===== src/rtl/imem_loader.sv =====
// Boot loader for the instruction memory: assembles big-endian words from the
// UART byte stream and writes them from address 0 while holding the CPU in reset.
module imem_loader #(
  parameter int ADDR_W  = 6,
  parameter int TIMEOUT = 1000
) (
  input  logic              Clk,
  input  logic              Rst,
  input  logic              Start,
  input  logic [7:0]        Rx_Byte,
  input  logic              Rx_Valid,
  output logic              Wr_En,
  output logic [ADDR_W-1:0] Wr_Addr,
  output logic [31:0]       Wr_Data,
  output logic              Cpu_Hold,
  output logic              Done,
  output logic              Err,
  output logic [ADDR_W:0]   Word_Count
);

  localparam logic [1:0] IDLE   = 2'd0;
  localparam logic [1:0] LOAD   = 2'd1;
  localparam logic [1:0] WRITE  = 2'd2;
  localparam logic [1:0] FINISH = 2'd3;

  localparam int TW = $clog2(TIMEOUT + 1);

  logic [1:0]        state;
  logic [1:0]        byte_cnt;
  logic [31:0]       shift_reg;
  logic [TW-1:0]     idle_cnt;
  logic [ADDR_W-1:0] addr;
  logic [31:0]       next_word;

  assign next_word = {shift_reg[23:0], Rx_Byte};

  // The byte counter wraps 3->0 on the fourth byte, so a byte arriving during
  // WRITE naturally lands as byte 0 of the following word.
  always_ff @(posedge Clk or negedge Rst) begin
    if (!Rst) begin
      state      <= IDLE;
      byte_cnt   <= '0;
      shift_reg  <= '0;
      idle_cnt   <= '0;
      addr       <= '0;
      Wr_En      <= 1'b0;
      Wr_Addr    <= '0;
      Wr_Data    <= '0;
      Cpu_Hold   <= 1'b0;
      Done       <= 1'b0;
      Err        <= 1'b0;
      Word_Count <= '0;
    end else begin
      Done  <= 1'b0;
      Wr_En <= 1'b0;
      case (state)
        IDLE: begin
          if (Start) begin
            state      <= LOAD;
            Cpu_Hold   <= 1'b1;
            Err        <= 1'b0;
            addr       <= '0;
            byte_cnt   <= '0;
            idle_cnt   <= '0;
            Word_Count <= '0;
          end
        end
        LOAD: begin
          if (Rx_Valid) begin
            shift_reg <= next_word;
            byte_cnt  <= byte_cnt + 2'd1;
            idle_cnt  <= '0;
            if (byte_cnt == 2'd3) begin
              if (next_word == 32'hFFFF_FFFF) begin
                state <= FINISH;
              end else begin
                state   <= WRITE;
                Wr_En   <= 1'b1;
                Wr_Addr <= addr;
                Wr_Data <= next_word;
              end
            end
          end else if (byte_cnt != 2'd0) begin
            // Only a partially received word can time out.
            if (idle_cnt == TW'(TIMEOUT - 1)) begin
              state    <= IDLE;
              Err      <= 1'b1;
              Cpu_Hold <= 1'b0;
              byte_cnt <= '0;
              idle_cnt <= '0;
            end else begin
              idle_cnt <= idle_cnt + TW'(1);
            end
          end
        end
        WRITE: begin
          addr       <= addr + ADDR_W'(1);
          Word_Count <= Word_Count + (ADDR_W+1)'(1);
          idle_cnt   <= '0;
          if (Rx_Valid) begin
            shift_reg <= next_word;
            byte_cnt  <= byte_cnt + 2'd1;
          end
          if (addr == {ADDR_W{1'b1}}) begin
            state <= FINISH;
          end else begin
            state <= LOAD;
          end
        end
        FINISH: begin
          Done     <= 1'b1;
          Cpu_Hold <= 1'b0;
          byte_cnt <= '0;
          state    <= IDLE;
        end
        default: state <= IDLE;
      endcase
    end
  end

endmodule


===== config.mk =====
export PLATFORM = sky130hd
export DESIGN_NAME = imem_loader
export DESIGN_NICKNAME = d
export VERILOG_FILES = /design/src/rtl/imem_loader.sv
export SDC_FILE = /design/constraint.sdc
export NUM_CORES = 1
export LEC_CHECK = 0
export ABC_AREA = 0
export ABC_CLOCK_PERIOD_IN_PS = 2700
export CORE_AREA = 5 5 94 96
export CTS_CLUSTER_DIAMETER = 150
export DETAILED_ROUTE_END_ITERATION = 12
export DIE_AREA = 0 0 99 101
export GPL_ROUTABILITY_DRIVEN = 0
export GPL_TIMING_DRIVEN = 0
export PLACE_DENSITY = 0.82
export SLEW_MARGIN = 30
export SYNTH_ARGS = -nofsm -noshare
export SYNTH_HDL_FRONTEND = slang
export SYNTH_SLANG_ARGS = --single-unit
export TNS_END_PERCENT = 10

===== constraint.sdc =====
create_clock -name Clk -period 2.7 [get_ports Clk]
set_clock_uncertainty 0.15 [all_clocks]
set_input_delay 0.54 -clock Clk [delete_from_list [all_inputs] [get_ports Clk]]
set_output_delay 0.54 -clock Clk [all_outputs]
set_load 0.005 [all_outputs]

Word level (Yosys, flattened, before mapping):

Cells that the tools add are included.

* register bits: 93
* logic and storage cells: 83
* output and inout bits: 49
* input port bits: 12

* eq/ne operators: 15
* muxes and demuxes: 36
* bitwise logic cells: 1
* $add $sub $neg: 4
* reduce and logical (&&, ||, !) cells: 15

Operators by type and width (number)
* 10-bit two-way mux: 4
* 32-bit equality test (second input constant): 1
* 10-bit one-hot mux with 3 select lines: 1
* 2-bit two-way mux: 9
* 2-bit one-hot mux with 4 select lines: 2
* 1-bit two-way mux: 14
* 7-bit one-hot mux with 2 select lines: 1
* 6-bit one-hot mux with 2 select lines: 1
* 4-bit AND reduction: 3
* 10-bit by 1-bit adder with 10-bit output (second input constant): 1
* 10-bit equality test (second input constant): 1
* 2-bit != test (second input constant): 5
* 5-bit AND reduction: 2
* 3-bit != test (second input constant): 3
* 7-bit by 1-bit adder with 7-bit output (second input constant): 1
* 7-bit two-way mux: 1
* 6-bit by 1-bit adder with 6-bit output (second input constant): 1
* 2-bit equality test (second input constant): 3
* 6-bit equality test (second input constant): 1
* 6-bit two-way mux: 1
* 2-bit nonzero test: 3
* 3-bit nonzero test: 2
* 2-bit AND reduction: 2
* 1-bit one-hot mux with 3 select lines: 1
* 7 further kinds: 7

Depth between registers and ports, before layout:

* depth after elaboration: 5
* mapped depth: 9
* depth with buffers taken out: 7

Worst setup path after synthesis:

OpenSTA, ideal clock, no wires.

* kind: flip-flop to flip-flop
* start point: register state[1]
* end point: register idle_cnt[3]
* period minus slack after synthesis: 2.073 ns
* required time: 2.476 ns
* slack: 0.627 ns
* arrival time: 1.849 ns
* buffers on the path: 2
* setup time: 0.074 ns
* stages on the path, launching flop included: 10
* cells stage by stage: dfrtp_1 inv_1 ha_1 buf_6 nor2b_4 buf_6 a211o_4 or2_4 nand2b_4 o21ai_2

* longest elaborated chain between the ends: 3
* elaborated cells between the ends (all ways): 8
* those cells by class: 4 x eq/ne; 1 x mux; 3 x reduce/logical

RTL lines
* from (decl): line 28 `logic [1:0] state;`
* from (signal assigned): line 41 `state <= IDLE;`
* from (signal assigned): line 59 `state <= LOAD;`
* from (signal assigned): line 75 `state <= FINISH;`
* 2-bit by 1-bit equality test with 1-bit output (tied with other cells): line 56 `case (state)`
* 3-bit != test (no source line) (tied with other cells)
* 3-bit AND reduction (no source line)
* to (signal assigned): line 92 `idle_cnt <= idle_cnt + TW'(1);`
* to (decl): line 31 `logic [TW-1:0] idle_cnt;`

Parallel ways exist; a longest one is shown, timed or not.
A chain may end at the register's enable or synchronous reset.

Worst setup path after layout:

* start point: input port Rx_Byte[5]
* end point: register Wr_Addr[0]

* longest elaborated chain between the ends: 3

RTL lines
* from (decl): line 10 `input logic [7:0] Rx_Byte,`
* 32-bit equality test: line 74 `if (next_word == 32'hFFFF_FFFF) begin`
* 1-bit NOT (no source line)
* 4-bit AND reduction (no source line)
* to (signal assigned): line 79 `Wr_Addr <= addr;`
* to (decl): line 13 `output logic [ADDR_W-1:0] Wr_Addr,`

No other way between the ends.

==> out/results.md <==
## Outcome
• complete, no violations — result of the run

## STA
• 94.8% — final critical-path share of the clock period
• 0 — count of final max-slew check failures
• 0 — number of setup violations in the final report
• 2.56 ns — post-layout min period
• 0.636 ns — actual transition at the worst max-transition pin
• 57.4% — relative slew slack
• 0 — Hold Fails Final Rpt
• 391 MHz — peak clock frequency supported by timing
• false — setup repair after global routing missed its margin

## Logic synthesis
• 56.0% — sequential fraction of the synthesis area
• 0% — XOR/XNOR share of the synthesized area
• sky130_fd_sc_hd__dfrtp_1 — count leader, synth
• 355 — Syn Nets
• 42 — count of distinct cell types in the synthesized netlist
• 12.5 um^2 — mean instance size in the synthesized netlist
• 17.5% — multiplexer fraction of the synthesized cell area
• 56.0% — top cell type's share of synthesized area
• 4160 um^2 — Syn Std Cell Area
• 333 — synthesized netlist cell count
• 0 — number of synthesized flops with an enable pin
• 93 — number of synthesized register bits
• sky130_fd_sc_hd__dfrtp_1 — leading register cell type out of synthesis
• 3.01% — post-synthesis adder-cell area fraction
• sky130_fd_sc_hd__dfrtp_1 (93), sky130_fd_sc_hd__mux2_2 (63), sky130_fd_sc_hd__o21ai_0 (25), sky130_fd_sc_hd__nand2_1 (24), sky130_fd_sc_hd__nand3_1 (12) — Post-synth top cells
• 10.7% — post-synthesis share of cell area spent on and, or, nand and nor gates
• 100% — fraction of synthesis flops using an asynchronous set or reset pin
• 0 — Yosys warnings
• sky130_fd_sc_hd__dfrtp_1 — largest area contributor in the netlist
• 9.72% — share of the synthesized area in compound gates (AO/OA/AOI/OAI)
• sky130_fd_sc_hd__dfrtp_1 (56%), sky130_fd_sc_hd__mux2_2 (17%), sky130_fd_sc_hd__ha_1 (3.0%), sky130_fd_sc_hd__o21ai_0 (3.0%), sky130_fd_sc_hd__nand2_1 (2.2%) — top cells by area in the synthesized netlist
• multiplexers — combinational family with the most area after synthesis

## Routing
• 8550 um — final wirelength
• 16.6 um — post-DR wirelength/cell
• 4 — Detailed Routing Iterations Pass 1
• 0 — number of nets with antenna violations after detailed routing
• 2,878 — number of vias in the routed layout
• 0 — Remaining DRCs
• 87 — Starting DRT DRC Count
• 5.59 — via density per instance

## Finish
• 0 — antenna diode count
• 32 — max reg flops
• 515 — non-filler instance count after layout
• 2330 um^2 — combined flip-flop and latch cell area
• 601 — Filler cells
• 427 — Net count, final
• 24.4% — proportion of layout cells with a drive suffix above 1
• 23.6% — Syn-to-layout area delta
• 64.5% — core utilization of the finished layout
• 1700 um^2 — combined area of the multi-input logic cells

## Critical path
• primary input — Worst Setup Start Kind
• sky130_fd_sc_hd__clkdlybuf4s50_1 — Slowest cell on crit path
• 2.66 ns — endpoint arrival time on the critical path
• clkdlybuf4s50_1, nand4_1, nor4_1, nand3_1, nand4_1, buf_6, buf_6, mux2_2 — worst path cell trace
• 0.51 ns — Largest stage delay, worst path
• 2.81 ns — Worst Path Required
• 10 — largest fanout on the critical path
• 3 — number of buffers and inverters on the critical path
• buffers and inverters — Worst path top cell family by delay
• flop — Critical Path End Type
• primary input to flop — startpoint-to-endpoint class of the critical path

## Clock network
• 0.09 ns — post-CTS clock slew at the launch and capture registers of the worst setup and hold paths
• 0 — Setup Buffers After CTS
• 3 — depth of the CTS H-tree
• built — CTS tree
• 0 — Resized cells post-CTS
• 0.38 ns — clock insertion delay at the later pin of the skew report
• 9 — Inserted Clock Buffers
• 93 — total number of clock tree sinks
• sky130_fd_sc_hd__clkbuf_8 — Root Driver
• 2 — number of buffers on the longest clock path

## Power and ir drop
• 33.0% — proportion of total power due to net switching
• 0.441 mV — worst-case vdd ir drop
• 45.5% — relative contribution of sequential cells to total power
• 24.0% — clock network fraction of design power
• 2.39 nW — leakage power
• 2.90 mW — Power Internal
• 1.43 mW — switching power total
• 843 nW/um^2 — power density of the placed cells
• 30.5% — combinational share of power

## Place
• 59 — # port buffers
• 6000 um — dpl hpwl
• 498 — cell count after placement

## Global route
• 14,400 um — global-route wire length before repair
• 18.2% — All-Layer GR Usage
• 0 — number of antenna violations at the first check in global routing
• 2,917 — vias in the first global route
• 0 — remaining global-route overflow
• 75 — maximum number of pins on one net before global-route repair

## Die
• 101 um — Chip Height
• 61 — I/O pin count
• 7970 um^2 — placeable core area
• 99 um — die width
• 52.2% — starting utilization of the core area
• 33 — Rows
• 10000 um^2 — die area

## Worst hold path
• flop to flop — classification of the worst-slack hold path

## Run
• 0 — reported max-cap violation count

what timing repair did:
action                     CTS  global route
hold endpoints to repair    19             0
hold buffers                 1             0
setup endpoints to repair    0             0
layout by cell type, fill, tap and decap left out, types with 6 or more instances in the layout:
master | synthesis | routed
sky130_fd_sc_hd__dfrtp_1 | 93 | 93
sky130_fd_sc_hd__mux2_2 | 63 | 63
sky130_fd_sc_hd__clkdlybuf4s50_1 | 0 | 58
sky130_fd_sc_hd__o21ai_0 | 25 | 25
sky130_fd_sc_hd__nand2_1 | 24 | 24
sky130_fd_sc_hd__nand3_1 | 12 | 12
sky130_fd_sc_hd__nand4_1 | 11 | 11
sky130_fd_sc_hd__ha_1 | 10 | 10
sky130_fd_sc_hd__nor2_1 | 9 | 9
sky130_fd_sc_hd__clkbuf_8 | 0 | 9
sky130_fd_sc_hd__a22o_1 | 8 | 8
sky130_fd_sc_hd__inv_1 | 7 | 7
sky130_fd_sc_hd__nand2b_1 | 6 | 6
sky130_fd_sc_hd__nor3_1 | 6 | 6
power groups by stage:
| stage | registers (mW) | logic, mW | clock network, mW |
|---|---|---|---|
| after floorplan | 1.91 | 0.928 | 0 |
| after global placement | 1.98 | 1.27 | 0 |
| after detailed placement | 2.00 | 1.32 | 0 |
| after CTS | 1.97 | 1.33 | 1.05 |
| after global routing | 2.02 | 1.47 | 1.13 |
| final | 1.97 | 1.32 | 1.04 |
worst reg2reg max path, cell delays in order (launching register included):
cell	delay [ns]
sky130_fd_sc_hd__dfrtp_1	0.39
sky130_fd_sc_hd__inv_1	0.11
sky130_fd_sc_hd__ha_1	0.20
sky130_fd_sc_hd__clkbuf_1	0.23
sky130_fd_sc_hd__o21ai_0	0.37
sky130_fd_sc_hd__buf_2	0.29
sky130_fd_sc_hd__nor2_1	0.06
sky130_fd_sc_hd__mux2_2	0.26
sky130_fd_sc_hd__a22o_1	0.18
stage by stage:
stage               hold WS, ns  setup slack [ns]  total power, mW  setup TNS, ns  instance area (um^2)
floorplan                0.0944             0.627             2.84              0                  4160
detailed placement        0.248            -0.249             3.32          -4.21                  4910
CTS                       0.363             0.130             4.35              0                  5140
global route              0.380            0.0647             4.62              0                  5140
finish                    0.359             0.141             4.34              0                  5140
global placement          0.336             -2.36             3.25        -221.95                  4880
layout make-up:
cell class | count | share of cell area [%]
Buffer | 15 | 1.97
Clock buffer | 9 | 2.41
Clock inverter | 7 | 1.87
Inverter | 7 | 0.511
Multi-Input combinational cell | 218 | 33.2
Sequential cell | 93 | 45.3
Tap cell | 105 | 2.56
Timing Repair Buffer | 61 | 12.2
logic make-up (layout without fill, tap and decap cells):
kind of cell    Yosys count  count (layout)
simple gates             84              84
fa+ha+maj                10              10
buf+inv                  22              99
flops                    93              93
mux                      65              65
compound gates           59              59
final timing paths:
kind                              from       endpoint  slack (ns)  depth (start not counted)
setup reg to reg              state[0]        addr[2]        0.35                          8
hold reg to reg            Wr_Data[30]    Wr_Data[30]        0.36                          1
max in group asynchronous          Rst  shift_reg[11]        1.39                          3
hold / removal             Wr_Data[30]    Wr_Data[30]        0.36                          1
setup / recovery            Rx_Byte[5]     Wr_Addr[0]        0.14                          8
min in group asynchronous          Rst  Word_Count[3]        0.42                          2
layer usage:
layer	share of wire, %	track usage [%]
met1	43	22.8
met2	50	29.8
met3	4.3	5.74
met4	2.6	6.93
met5	0	0
Power figures use the tool's default switching activity.
